`src/rtl/pmem_adapter_pkg.sv`:
```
// Shared definitions for the L2 physical-memory burst adapter.
//   S_LINE   : L2 line width in bits
//   S_BURST  : memory beat width in bits
//   S_BEATS  : beats per line burst
//   S_OFFSET : line-offset address bits cleared on the memory side
//   pmem_state_e : adapter FSM states
package pmem_adapter_pkg;

    localparam int unsigned S_LINE   = 256;
    localparam int unsigned S_BURST  = 64;
    localparam int unsigned S_BEATS  = S_LINE / S_BURST;
    localparam int unsigned S_OFFSET = 5;

    typedef enum logic [1:0] {
        StIdle,
        StRead,
        StWrite,
        StDone
    } pmem_state_e;

endpackage

```
`src/rtl/pmem_burst_adapter.sv`:
```
// Converts single-line L2 read/write requests into fixed-length beat bursts on
// the main-memory side and reassembles read bursts into a line.
//
// Ports (L2 side):
//   pmem_read / pmem_write : line request, held by L2 until pmem_resp
//   pmem_address           : line address
//   pmem_wdata             : write line
//   pmem_rdata             : last completed read line
//   pmem_resp              : one-cycle completion pulse
// Ports (memory side):
//   address_o              : line-aligned burst address
//   read_o / write_o       : burst request (mutually exclusive)
//   burst_o                : current write beat
//   burst_i                : incoming read beat
//   resp_i                 : beat strobe, one beat per high cycle
// Reset (rst) is synchronous and active-high; all outputs reset to zero.
module pmem_burst_adapter
    import pmem_adapter_pkg::*;
#(
    parameter int unsigned s_line   = S_LINE,
    parameter int unsigned s_burst  = S_BURST,
    parameter int unsigned s_offset = S_OFFSET
) (
    input  logic                clk,
    input  logic                rst,

    input  logic                pmem_read,
    input  logic                pmem_write,
    input  logic [31:0]         pmem_address,
    input  logic [s_line-1:0]   pmem_wdata,
    output logic [s_line-1:0]   pmem_rdata,
    output logic                pmem_resp,

    output logic [31:0]         address_o,
    output logic                read_o,
    output logic                write_o,
    output logic [s_burst-1:0]  burst_o,
    input  logic [s_burst-1:0]  burst_i,
    input  logic                resp_i
);

    localparam int unsigned s_beats = s_line / s_burst;
    localparam int unsigned CntW    = (s_beats > 1) ? $clog2(s_beats) : 1;
    localparam logic [CntW-1:0] LastBeat = CntW'(s_beats - 1);
    localparam logic [31:0]     OffMask  = 32'((64'd1 << s_offset) - 64'd1);

    pmem_state_e        state_q;
    logic [CntW-1:0]    cnt_q;
    logic [31:0]        addr_q;
    logic [s_line-1:0]  line_q;
    logic [s_line-1:0]  rdata_q;
    logic               read_q;
    logic               write_q;
    logic               resp_q;

    // Line buffer with the incoming read beat dropped into the current slot.
    // Reads assemble in line_q so pmem_rdata only changes once the burst is whole.
    logic [s_line-1:0]  line_merged;

    always_comb begin
        line_merged = line_q;
        line_merged[cnt_q*s_burst +: s_burst] = burst_i;
    end

    always_ff @(posedge clk) begin
        if (rst) begin
            state_q <= StIdle;
            cnt_q   <= '0;
            addr_q  <= '0;
            line_q  <= '0;
            rdata_q <= '0;
            read_q  <= 1'b0;
            write_q <= 1'b0;
            resp_q  <= 1'b0;
        end else begin
            resp_q <= 1'b0;
            unique case (state_q)
                StIdle: begin
                    // Write wins so a dirty writeback goes out ahead of the fill.
                    if (pmem_write) begin
                        addr_q  <= pmem_address & ~OffMask;
                        line_q  <= pmem_wdata;
                        cnt_q   <= '0;
                        write_q <= 1'b1;
                        state_q <= StWrite;
                    end else if (pmem_read) begin
                        addr_q  <= pmem_address & ~OffMask;
                        cnt_q   <= '0;
                        read_q  <= 1'b1;
                        state_q <= StRead;
                    end
                end
                StRead: begin
                    if (resp_i) begin
                        line_q <= line_merged;
                        if (cnt_q == LastBeat) begin
                            rdata_q <= line_merged;
                            cnt_q   <= '0;
                            read_q  <= 1'b0;
                            resp_q  <= 1'b1;
                            state_q <= StDone;
                        end else begin
                            cnt_q <= cnt_q + 1'b1;
                        end
                    end
                end
                StWrite: begin
                    if (resp_i) begin
                        if (cnt_q == LastBeat) begin
                            cnt_q   <= '0;
                            write_q <= 1'b0;
                            resp_q  <= 1'b1;
                            state_q <= StDone;
                        end else begin
                            cnt_q <= cnt_q + 1'b1;
                        end
                    end
                end
                StDone: begin
                    state_q <= StIdle;
                end
                default: begin
                    state_q <= StIdle;
                end
            endcase
        end
    end

    assign pmem_rdata = rdata_q;
    assign pmem_resp  = resp_q;
    assign address_o  = addr_q;
    assign read_o     = read_q;
    assign write_o    = write_q;
    // Gated so the bus is quiet outside a write burst.
    assign burst_o    = write_q ? line_q[cnt_q*s_burst +: s_burst] : '0;

endmodule
```
`config.mk`:
```
export PLATFORM = sky130hd
export DESIGN_NAME = pmem_burst_adapter
export DESIGN_NICKNAME = d
export VERILOG_FILES = /design/src/rtl/pmem_adapter_pkg.sv /design/src/rtl/pmem_burst_adapter.sv
export SDC_FILE = /design/constraint.sdc
export NUM_CORES = 1
export LEC_CHECK = 0
export BUFFER_PORTS_ARGS = -buffer_cell sky130_fd_sc_hd__buf_2
export CAP_MARGIN = 20
export CORE_ASPECT_RATIO = 1.4
export CORE_MARGIN = 8
export CORE_UTILIZATION = 30
export CTS_CLUSTER_DIAMETER = 120
export DETAILED_ROUTE_END_ITERATION = 10
export PLACE_DENSITY = 0.61
export SLEW_MARGIN = 20
export SYNTH_ARGS = -nofsm -noshare
export SYNTH_HDL_FRONTEND = slang
export SYNTH_SLANG_ARGS = --single-unit
export TNS_END_PERCENT = 1
```
`constraint.sdc`:
```
create_clock -name clk -period 3.14 [get_ports clk]
set_input_delay 0.157 -clock clk [delete_from_list [all_inputs] [get_ports clk]]
set_output_delay 0.157 -clock clk [all_outputs]
set_load 0.02 [all_outputs]
```
Word-level counts from Yosys, hierarchy flattened
Index checks and enable logic that the tools add are counted.

operators by class
  muxes and demuxes = 25
  reduce and logical (&&, ||, !) cells = 14
  bitwise gates (word level) = 2
  shift-type cells = 3
  add/sub/neg operators = 2
  eq/ne operators = 14

operators with widths
  kind                         count
  $mux W256                    2
  $pmux W256 S2                1
  $bwmux W256                  1
  $shift A64 B34 Y256 const A  1
  $shiftx A256 B9 Y64          1
  $shiftx A64 B34 Y256         1
  $mux W32                     2
  $mux W64                     1
  $neg A8 Y34                  1
  $mux W2                      8
  $ne A2 B2 Y1 const B         7
  $reduce_and A3 Y1            4
  $reduce_bool A2 Y1           4
  $eq A2 B2 Y1 const B         3
  $mux W1                      6
  $pmux W2 S3                  1
  $reduce_and A5 Y1            1
  $ne A2 B1 Y1 const B         2
  $pmux W1 S2                  2
  $pmux W2 S2                  1
  $reduce_and A4 Y1            1
  $ne A3 B3 Y1 const B         1
  $reduce_or A3 Y1             1
  $add A2 B1 Y2 const B        1
  5 further kinds              6

word-level totals
  input port bits = 357
  word-level logic and storage cells = 68
  register bits after elaboration = 551

Depth between registers and ports, before layout
Gate-level depths: netlist of the first run.

  depth in word-level cells = 5
  depth in mapped cells = 11
  gate-level depth less buffers = 6

Least setup slack after synthesis of the first run
No wires, ideal clock.

  path kind = register to register
  start = reg cnt_q[0]
  end = reg line_q[87]
  setup time = 0.117 ns
  data required time = 3.023 ns
  arrival = 2.199 ns
  cell stages (with the launch flop) = 12
  buffers on the path = 5
  path slack = 0.824 ns
  path through = dfxtp_1 buf_6 buf_8 buf_6 inv_1 ha_1 and3b_1 buf_2 buf_2 a31oi_1 a21oi_1 a22o_1

between the ends
  cells in the longest elaborated chain, start to end = 5
  elaborated cells on any way between the ends = 6
  classes of those cells = add/sub (1); shift (2); mux (3)

ends and longest elaborated chain
  what                                                                line                       RTL
  start: declaration                                                  pmem_burst_adapter.sv:48   logic [CntW-1:0] cnt_q;
  start signal: assignment                                            pmem_burst_adapter.sv:103  cnt_q <= cnt_q + 1'b1;
  start signal: assignment                                            pmem_burst_adapter.sv:115  cnt_q <= cnt_q + 1'b1;
  $neg A8 Y34 (*)                                                     pmem_burst_adapter.sv:62   line_merged[cnt_q*s_burst +: s_burst] = burst_i;
  $shiftx A64 B34 Y256 / $shift A64 B34 Y256 (equally long branches)  pmem_burst_adapter.sv:62
  $bwmux W256 (*)                                                     pmem_burst_adapter.sv:62
  $mux W256 (*)                                                       pmem_burst_adapter.sv:94   if (resp_i) begin
  $pmux W256 S2 (*)                                                   pmem_burst_adapter.sv:77   unique case (state_q)
  end signal: assignment                                              pmem_burst_adapter.sv:82   line_q <= pmem_wdata;
  end signal: assignment                                              pmem_burst_adapter.sv:95   line_q <= line_merged;
  end: declaration                                                    pmem_burst_adapter.sv:50   logic [s_line-1:0] line_q;

Mark *: on every way between the ends. The rest lies on a longest branch, timed or not. The select of a mux whose other input is x is not followed.
A chain may end at the register's enable or synchronous reset.

Worst setup path after layout of the first run
  start = reg state_q[0]
  end = reg line_q[152]

between the ends
  cells in the longest elaborated chain, start to end = 3
  elaborated cells on any way between the ends = 7
  classes of those cells = eq/ne (3); mux (1); reduce/logical (3)

ends and longest elaborated chain
  what                                                                        line                      RTL
  start: declaration                                                          pmem_burst_adapter.sv:47  pmem_state_e state_q;
  start signal: assignment                                                    pmem_burst_adapter.sv:67  state_q <= StIdle;
  start signal: assignment                                                    pmem_burst_adapter.sv:85  state_q <= StWrite;
  start signal: assignment                                                    pmem_burst_adapter.sv:90  state_q <= StRead;
  $eq A2 B1 Y1 / $logic_not A2 Y1 (equally long branches)                     pmem_burst_adapter.sv:77
  $ne A2 B2 Y1 (no source line) / $reduce_bool A2 Y1 (equally long branches)  -
  $reduce_and A3 Y1 (no source line)                                          -

Several ways; a longest one is shown, not always the timed one.

==> metrics list, run 1 <==
* Area of the mapped netlist: between 0.02 and 0.03 mm^2
* Count of input and output buffers: 701
- In this run the worst path has a maximum fanout of 24.
* Final Non-Filler Cells: 4977
* First-pass GRT wire length: 182 mm
- The clock drives about 550 sinks.
- Along the worst hold path, the cell count comes to 4.
* Cells after Synth: 2936
- Data arrives at the worst endpoint at 3510 ps.
* Worst flop-to-flop path startpoint: state_q[0]
- The synthesized design contains 0 enable-type register cells.
- Area growth from synthesis to layout: 38.0%
- Area of the die: 0.0965 mm^2
* Critical Path RT: 3700 ps
- Overall power after layout: 28800 uW
- The routed design has between 100 and 150 mm of wire.
- Total of max-cap violations: 0
- Floorplan core area: 0.0865 mm^2
- In this run, the number of DRC markers left after iteration 0 of detailed routing was 2965.
- Worst Tran Pin Value: between 1000 and 1500 ps
* Clock latency on the worst-skew pair: 620 ps
* RSZ-0062 raised after global routing: no
- Top sig layer: met5
- Of the total power, combinational logic draws 41.0%.
- Remaining global-route overflow: 0
- In this run the remaining antenna-violating nets after routing total 0.
- Run status: completed
* Total Nets Final: 4195
- Among all flip-flop cells after synthesis, the most frequent one is sky130_fd_sc_hd__dfxtp_1.
- Counting cells, the worst reg-to-reg path comes to 8.
- The routed design could run at a clock period as short as 2960 ps.
* Internal power summed over all cells: between 15000 and 20000 uW
- In this run the power spent charging and discharging nets is around 12000 uW.
- Distinct cell type count of the synthesized netlist: 44
* Util after Layout: 41.5%
* Via count: 28674
- The worst setup path is of the reg -> reg kind.
- Row cnt: 128
- The analysis attributes to cell leakage a power of roughly 0.015 uW.
- Layout Skew: 14.6 ps
- Static timing analysis puts the maximum clock frequency at 0.338 GHz.
- Die Y-Extent: 364 um
- 712 I/O pins were placed.
* Leading cell type in the layout, fill and taps excluded: sky130_fd_sc_hd__buf_2
- After detailed routing, the average wire length per cell comes to between 20 and 25 um.
- Clock tree synthesis inserted a total of 57 buffers.
- In the final routing, the length of wire on met1 measures 49.0 mm.
- Commonest cells after routing, fill and taps aside: sky130_fd_sc_hd__buf_2 (700), sky130_fd_sc_hd__dfxtp_1 (543), sky130_fd_sc_hd__nor2_1 (518)
* Async SR Flop Fraction: 0%
* Starting utilization of the core area: between 30% and 40%
- Via density per instance: 5.76
- After legalization and detailed placement, the total HPWL measured 79.2 mm.
* Remaining DRCs: 0
- STA classifies the critical path endpoint as a flop.
- Detailed routing placed a total of 56.9 mm of wire on met2.
- CTS H-tree lvls: 2
- Register bit total from synthesis: 546
- Initial antenna violation count: 8
* Power density cells: 801 mW/mm^2
* Number of global-route vias before repair: about 29000
* Last weighted congestion value of the routability-driven placer: between 0.8 and 0.9
- The final critical path takes up a little over nine tenths of the cycle.
* All-Layer GR Usage: 24.2%
* Final number of setup-violating endpoints: 0
- CTS placed an instance of sky130_fd_sc_hd__clkbuf_16 at the clock tree root.
* Cell Area, Placed: 0.0302 mm^2
- Number of warning messages in the yosys log: 0
* Total met3 wirelength after detailed routing: 10.6 mm
- Sequential cell area fraction in the yosys report: 42.0%
* Hold/Removal Path Class: in -> reg
* RR Endpoint: line_q[152]
- Part of the power in the clock network: a little under a quarter
- The floorplan step set the die width to 265 um.
- Averaged over all synthesized cells, the footprint is 8.86 um^2.
- The worst-case IR drop observed on VDD is 0.971 mV.
- Share of cells above drive strength 1: 24.4%
- Number of cells after detailed placement: 4486
* Pin count of the biggest net entering global routing: 156
- Setup crit start kind: flop
* Number of detailed-routing iterations run before antenna repair: 6
- Clock-pin slew was measured on the worst setup and hold paths at 60 ps.
* Worst hold path endpoint: line_q[53]
* Max-slew violations: 0
- Yosys top cell by area: sky130_fd_sc_hd__dfxtp_1
- Finished layout cell area: 0.0359 mm^2
- Worst R2R Setup Slack: 180 ps
* Clock tree from TritonCTS: built
* Critical hold path startpoint: pmem_wdata[53]
* Part of the power in registers: 35.4%
- Area contributors post-synth: sky130_fd_sc_hd__dfxtp_1 (42%), sky130_fd_sc_hd__nor2_1 (7.5%), sky130_fd_sc_hd__a22o_1 (6.5%), sky130_fd_sc_hd__mux4_2 (5.3%), sky130_fd_sc_hd__a31oi_1 (4.6%)
- The share of synthesized area in the top cell type comes to 42.0%.
- Final Hold Vio Count: 0
* Switching Share: 40.6%
- Longest Clk Path Bufs: 3
- Adding up every negative setup slack in the final design gives 0 ps.
* Max transition margin: 20.3%
sequential cells by signal, summed over array words and instances, names as in the netlist:
| name | count |
|---|---|
| line_q | 256 |
| pmem_rdata | 256 |
| address_o | 27 |
| cnt_q | 2 |
| state_q | 2 |
| pmem_resp | 1 |
| read_o | 1 |
| write_o | 1 |
cells in the mapped netlist (2+ instances only):
master,number
sky130_fd_sc_hd__mux2i_1,2
sky130_fd_sc_hd__buf_1,12
sky130_fd_sc_hd__a211oi_1,124
sky130_fd_sc_hd__a211oi_2,5
sky130_fd_sc_hd__nor2_1,518
sky130_fd_sc_hd__a311oi_1,128
sky130_fd_sc_hd__a221oi_1,64
sky130_fd_sc_hd__a21oi_1,95
sky130_fd_sc_hd__mux4_2,61
sky130_fd_sc_hd__buf_6,10
sky130_fd_sc_hd__and2b_1,2
sky130_fd_sc_hd__clkbuf_1,122
sky130_fd_sc_hd__inv_1,5
sky130_fd_sc_hd__buf_2,139
sky130_fd_sc_hd__and3b_1,2
sky130_fd_sc_hd__buf_4,38
sky130_fd_sc_hd__nor3b_2,3
sky130_fd_sc_hd__dfxtp_1,546
sky130_fd_sc_hd__ha_1,10
sky130_fd_sc_hd__nand2_1,58
sky130_fd_sc_hd__o21ai_0,65
sky130_fd_sc_hd__mux4_1,3
sky130_fd_sc_hd__and2_1,64
sky130_fd_sc_hd__nand3_1,132
sky130_fd_sc_hd__a31oi_1,192
sky130_fd_sc_hd__a22o_1,192
sky130_fd_sc_hd__nor2_2,2
sky130_fd_sc_hd__nor3_1,66
sky130_fd_sc_hd__buf_12,2
sky130_fd_sc_hd__nor3b_1,3
sky130_fd_sc_hd__nor2b_1,66
sky130_fd_sc_hd__nand2b_1,129
sky130_fd_sc_hd__a22oi_1,65
metal layers:
layer	vias to the layer above	GRT usage (%)
li1	12742	-
met1	13800	30.0
met2	1728	39.1
met3	398	5.01
met4	6	13.6
met5	-	0
repair_timing:
| action | CTS | global route |
|---|---|---|
| buffers inserted | 0 | 0 |
| setup endpoints to repair | 22 | 0 |
| endpoints found under the hold margin | 526 | 0 |
| hold buffers | 388 | 0 |
| gates resized for setup | 2 | 0 |
cells by family after synthesis:
logic type	synth area share (%)
adder cells (fa/ha/maj)	0.481
multiplexers	5.71
other	0.0144
AO/OA/AOI/OAI	26.4
flip-flops	42.0
AND/OR/NAND/NOR	19.0
buffers and inverters	6.44
per-stage QoR:
step | hold WS [ps] | setup WS [ps]
floorplan | 293 | 824
global placement | 399 | 491
detailed placement | 406 | 475
CTS | 7.51 | 118
global route | 30.4 | 60.2
finish | 71.5 | 184
power groups by stage:
| stage | clock, uW | combinational [uW] | sequential, uW |
|---|---|---|---|
| 2_1_floorplan | 0 | 7760 | 9790 |
| 3_3_place_gp | 0 | 10900 | 10200 |
| 3_5_place_dp | 0 | 11100 | 10300 |
| 4_1_cts | 6940 | 11700 | 10100 |
| 5_1_grt | 7200 | 12600 | 10400 |
| 6_report | 6790 | 11800 | 10200 |
final cells by class:
class,count,area (um^2)
clock inverters,20,178
multi-input cells,2064,13600
clock buffers,77,1610
inverters,6,23.8
flip-flops and latches,546,10900
diodes,6,15.0
fillers,8395,50600
well taps,1105,1380
repair buffers,1153,8190
worst max-delay path, cell delays in order, from the launching register on:
cell                            delay [ps]
sky130_fd_sc_hd__dfxtp_1               360
sky130_fd_sc_hd__inv_1                 110
sky130_fd_sc_hd__ha_1                  420
sky130_fd_sc_hd__nor2b_4               330
sky130_fd_sc_hd__nand3b_4              290
sky130_fd_sc_hd__buf_4                 360
sky130_fd_sc_hd__o21ai_0               150
sky130_fd_sc_hd__a211oi_1              250
sky130_fd_sc_hd__dlygate4sd3_1         600
worst max path at each step:
stage,startpoint,slack [ps],depth (start not counted),end
detailed placement,cnt_q[0],480,7,pmem_rdata[163]
finish,state_q[0],180,8,line_q[152]
global route,cnt_q[0],60,8,line_q[161]
floorplan,cnt_q[0],820,11,line_q[87]
global placement,cnt_q[0],490,5,burst_o[20]
CTS,cnt_q[0],120,5,burst_o[17]
No activity file was read; power rests on OpenSTA's default activity.
==> run 2, diff against run 1 <==
--- a/config.mk
+++ b/config.mk
@@ -12,7 +12,7 @@
 export CORE_UTILIZATION = 30
 export CTS_CLUSTER_DIAMETER = 120
 export DETAILED_ROUTE_END_ITERATION = 10
-export PLACE_DENSITY = 0.61
+export PLACE_DENSITY = 0.62
 export SLEW_MARGIN = 20
 export SYNTH_ARGS = -nofsm -noshare
 export SYNTH_HDL_FRONTEND = slang
==> constraint.sdc (replaced) <==
create_clock -name clk -period 2.6 [get_ports clk]
set_input_delay 0.13 -clock clk [delete_from_list [all_inputs] [get_ports clk]]
set_output_delay 0.13 -clock clk [all_outputs]
set_load 0.02 [all_outputs]
==> metrics list, run 2 (synthesis gave the netlist of run 1 again) <==
* Max-slew violations: 0
- Die Y-Extent: 364 um
- Average detailed-routed wire length per instance: roughly 25 um
- met2 is the most crowded layer.
* Remaining global-route overflow: 0
- Setup TNS: 0 ps
- During placement, the flow inserted port buffers numbering 701.
- Entering global routing, the biggest net connects 157 pins.
- Kind of capture point of the worst setup path: output port
* Final Hold Vio Count: 0
- Floorplan core area: 0.0865 mm^2
- Largest vdd supply drop: between 0.6 and 0.7 mV
* Final WS setup: 70.8 ps
* Fraction of the cycle the final worst path needs: 97.3%
- Setup repair after global routing left no endpoint under its margin.
- Longest Clk Path Bufs: 3
- Clock period minus final worst setup slack: 2530 ps
- Global routing used about two fifths of the available met2 tracks.
* Critical Path RT: 2470 ps
- Die Width: 265 um
- Remaining DRCs: 0
* Inserted Clock Buffers: 57
* Worst slack, placed: 312 ps
- For the pin with the worst max-slew slack, the measured transition is 810 ps.
* Hold/Removal Path Class: in -> reg
- Total Nets Final: 4177
- Master cell of the clock root buffer: sky130_fd_sc_hd__clkbuf_16
* Number of global-route vias before repair: 28640
- Worst path arrival time: around 2400 ps
- For this run, the total global-route usage over all layers was measured as 24.0%.
* Starting utilization of the core area: 30.1%
* I/O pin count: between 700 and 800
- Row cnt: 128
- The routed layout has 28575 vias.
- Setup violations remaining at the end of the flow were counted as 0.
- Commonest cells after routing, fill and taps aside: sky130_fd_sc_hd__buf_2 (700), sky130_fd_sc_hd__dfxtp_1 (543), sky130_fd_sc_hd__nor2_1 (518)
- Run status: completed
- Clock tree synthesis found a total of 546 sinks.
- The tool flagged a number of max-cap violations equal to 0.
* Layout Skew: roughly 27 ps
- Clock tree from TritonCTS: built
- Number of detailed-routing iterations run before antenna repair: 6
* Total leakage power: roughly 0.015 uW
- Clock latency on the worst-skew pair: between 600 and 700 ps
- Met3 Track Usage GR: around 5.8%
- Series of cell instances along the critical path: buf_4 -> mux4_2 -> and2_1 -> buf_2
- The H-tree was split into 2 levels.
- The worst setup path is launched from a flop.
- In this design, the largest share of critical-path delay is due to buffers and inverters.
* First-pass GRT wire length: 182 mm
- Max incr delay on CP: 510 ps
- The number of antenna violations at the first check in global routing is 10.
- Area occupied by multi-input gates: 0.0136 mm^2
- Area of the die: 0.0965 mm^2
* Critical setup path kind: reg -> out
* Area taken by flip-flops and latches: ~0.011 mm^2
- The post-route netlist has 25.2% of its cells at a drive strength greater than 1.
* Area growth from synthesis to layout: 38.8%
- In this run the worst path has a maximum fanout of 32.
- Iteration-0 DRC Markers: 2513
* CP bufs+invs: 2
* HPWL after DPL: 80.7 mm
* Met1 Track Usage GR: 28.8%
- Via density per instance: 5.75
- After clock tree synthesis, the clock-pin slew on the worst setup and hold paths is 60 ps.
- The library cell used most frequently in the layout, excluding fill and tap cells, is sky130_fd_sc_hd__buf_2.
- Once detail routing completed, the nets flagged for antenna violations numbered 0.
- The congestion estimate from routability-driven global placement came to 0.882.
- Cell Area, Placed: about 0.031 mm^2
* Fmax achieved: 0.395 GHz
- On the critical path, the stage with the largest delay is an instance of sky130_fd_sc_hd__buf_4.
- Summed over all layers, the routed wires come to 123 mm.
- Headroom to the max-slew limit came out at approximately 46%.
* Finished layout cell area: 0.0361 mm^2
- In this run the power density over the cells is 977 mW/mm^2.
- Fill cell instance count of the final layout: 8384
-- run 2: cell count changes in the layout (fill, tap and decap cells not counted) --
cell                            change
sky130_fd_sc_hd__clkinv_8           +2
sky130_fd_sc_hd__bufinv_16          +3
sky130_fd_sc_hd__clkbuf_16          +1
sky130_fd_sc_hd__clkbuf_8           +3
sky130_fd_sc_hd__nand2_4            +1
sky130_fd_sc_hd__nand2_2            -1
sky130_fd_sc_hd__diode_2            +4
sky130_fd_sc_hd__buf_6              -1
sky130_fd_sc_hd__dlygate4sd3_1     -37
sky130_fd_sc_hd__clkinvlp_4         -1
sky130_fd_sc_hd__inv_6              -1
sky130_fd_sc_hd__buf_12            +19
sky130_fd_sc_hd__clkinv_4           +1
sky130_fd_sc_hd__clkbuf_1           +1
-- run 2: final timing paths --
kind | from | to | slack [ps] | cells past startpoint
max | cnt_q[1] | burst_o[31] | 70 | 4
min | pmem_address[9] | address_o[9] | 270 | 4
max reg2reg | cnt_q[0] | line_q[89] | 270 | 7
min reg2reg | address_o[22] | address_o[22] | 450 | 2
-- run 2: per-stage QoR --
step	instances	hold slack (ps)	power, uW	util, %
6_report	4971	272	35300	41.7
5_1_grt	4965	244	37000	41.7
4_1_cts	4961	218	35200	41.7
3_5_place_dp	4505	377	26000	35.4
3_3_place_gp	4505	373	25800	35.4
2_1_floorplan	2940	266	21200	-
-- run 2: layer usage --
| layer | part of all wire (%) | vias up | wire (um) |
|---|---|---|---|
| met5 | 0.028 | - | 34 |
| met4 | 6.9 | 6 | 8480 |
| met3 | 9.5 | 433 | 11600 |
| met2 | 46 | 1752 | 56000 |
| met1 | 38 | 13667 | 46600 |
| li1 | - | 12717 | - |
-- run 2: worst reg2reg max path: cells and delay by family (launching register included) --
family / cells / cell delay, ps
fa+ha+maj: 1 / 340
buf+inv: 2 / 390
simple gates: 1 / 540
compound gates: 3 / 600
flops: 1 / 390
-- run 2: layout make-up --
| class | count | share of cell area (%) |
|---|---|---|
| clock buffers | 81 | 4.62 |
| well taps | 1105 | 3.83 |
| repair buffers | 1135 | 22.7 |
| flip-flops and latches | 546 | 30.3 |
| clock inverters | 24 | 0.811 |
| diodes | 10 | 0.0693 |
| inverters | 6 | 0.0659 |
| multi-input cells | 2064 | 37.6 |
-- run 2: power breakdown --
group          switching (uW)  internal, uW  total (uW)  leakage, uW
clock                    3740          4980        8710     0.000970
sequential               1790         10400       12200      0.00446
combinational            8540          5800       14300      0.00912
total                   14100         21200       35300       0.0145
-- run 2: repair_timing --
item                                   4_1_cts  5_1_grt
hold buffers                               351        0
setup endpoints to repair                   17        8
resized for setup                            1        2
setup buffers                                0        0
endpoints found under the hold margin      541        0
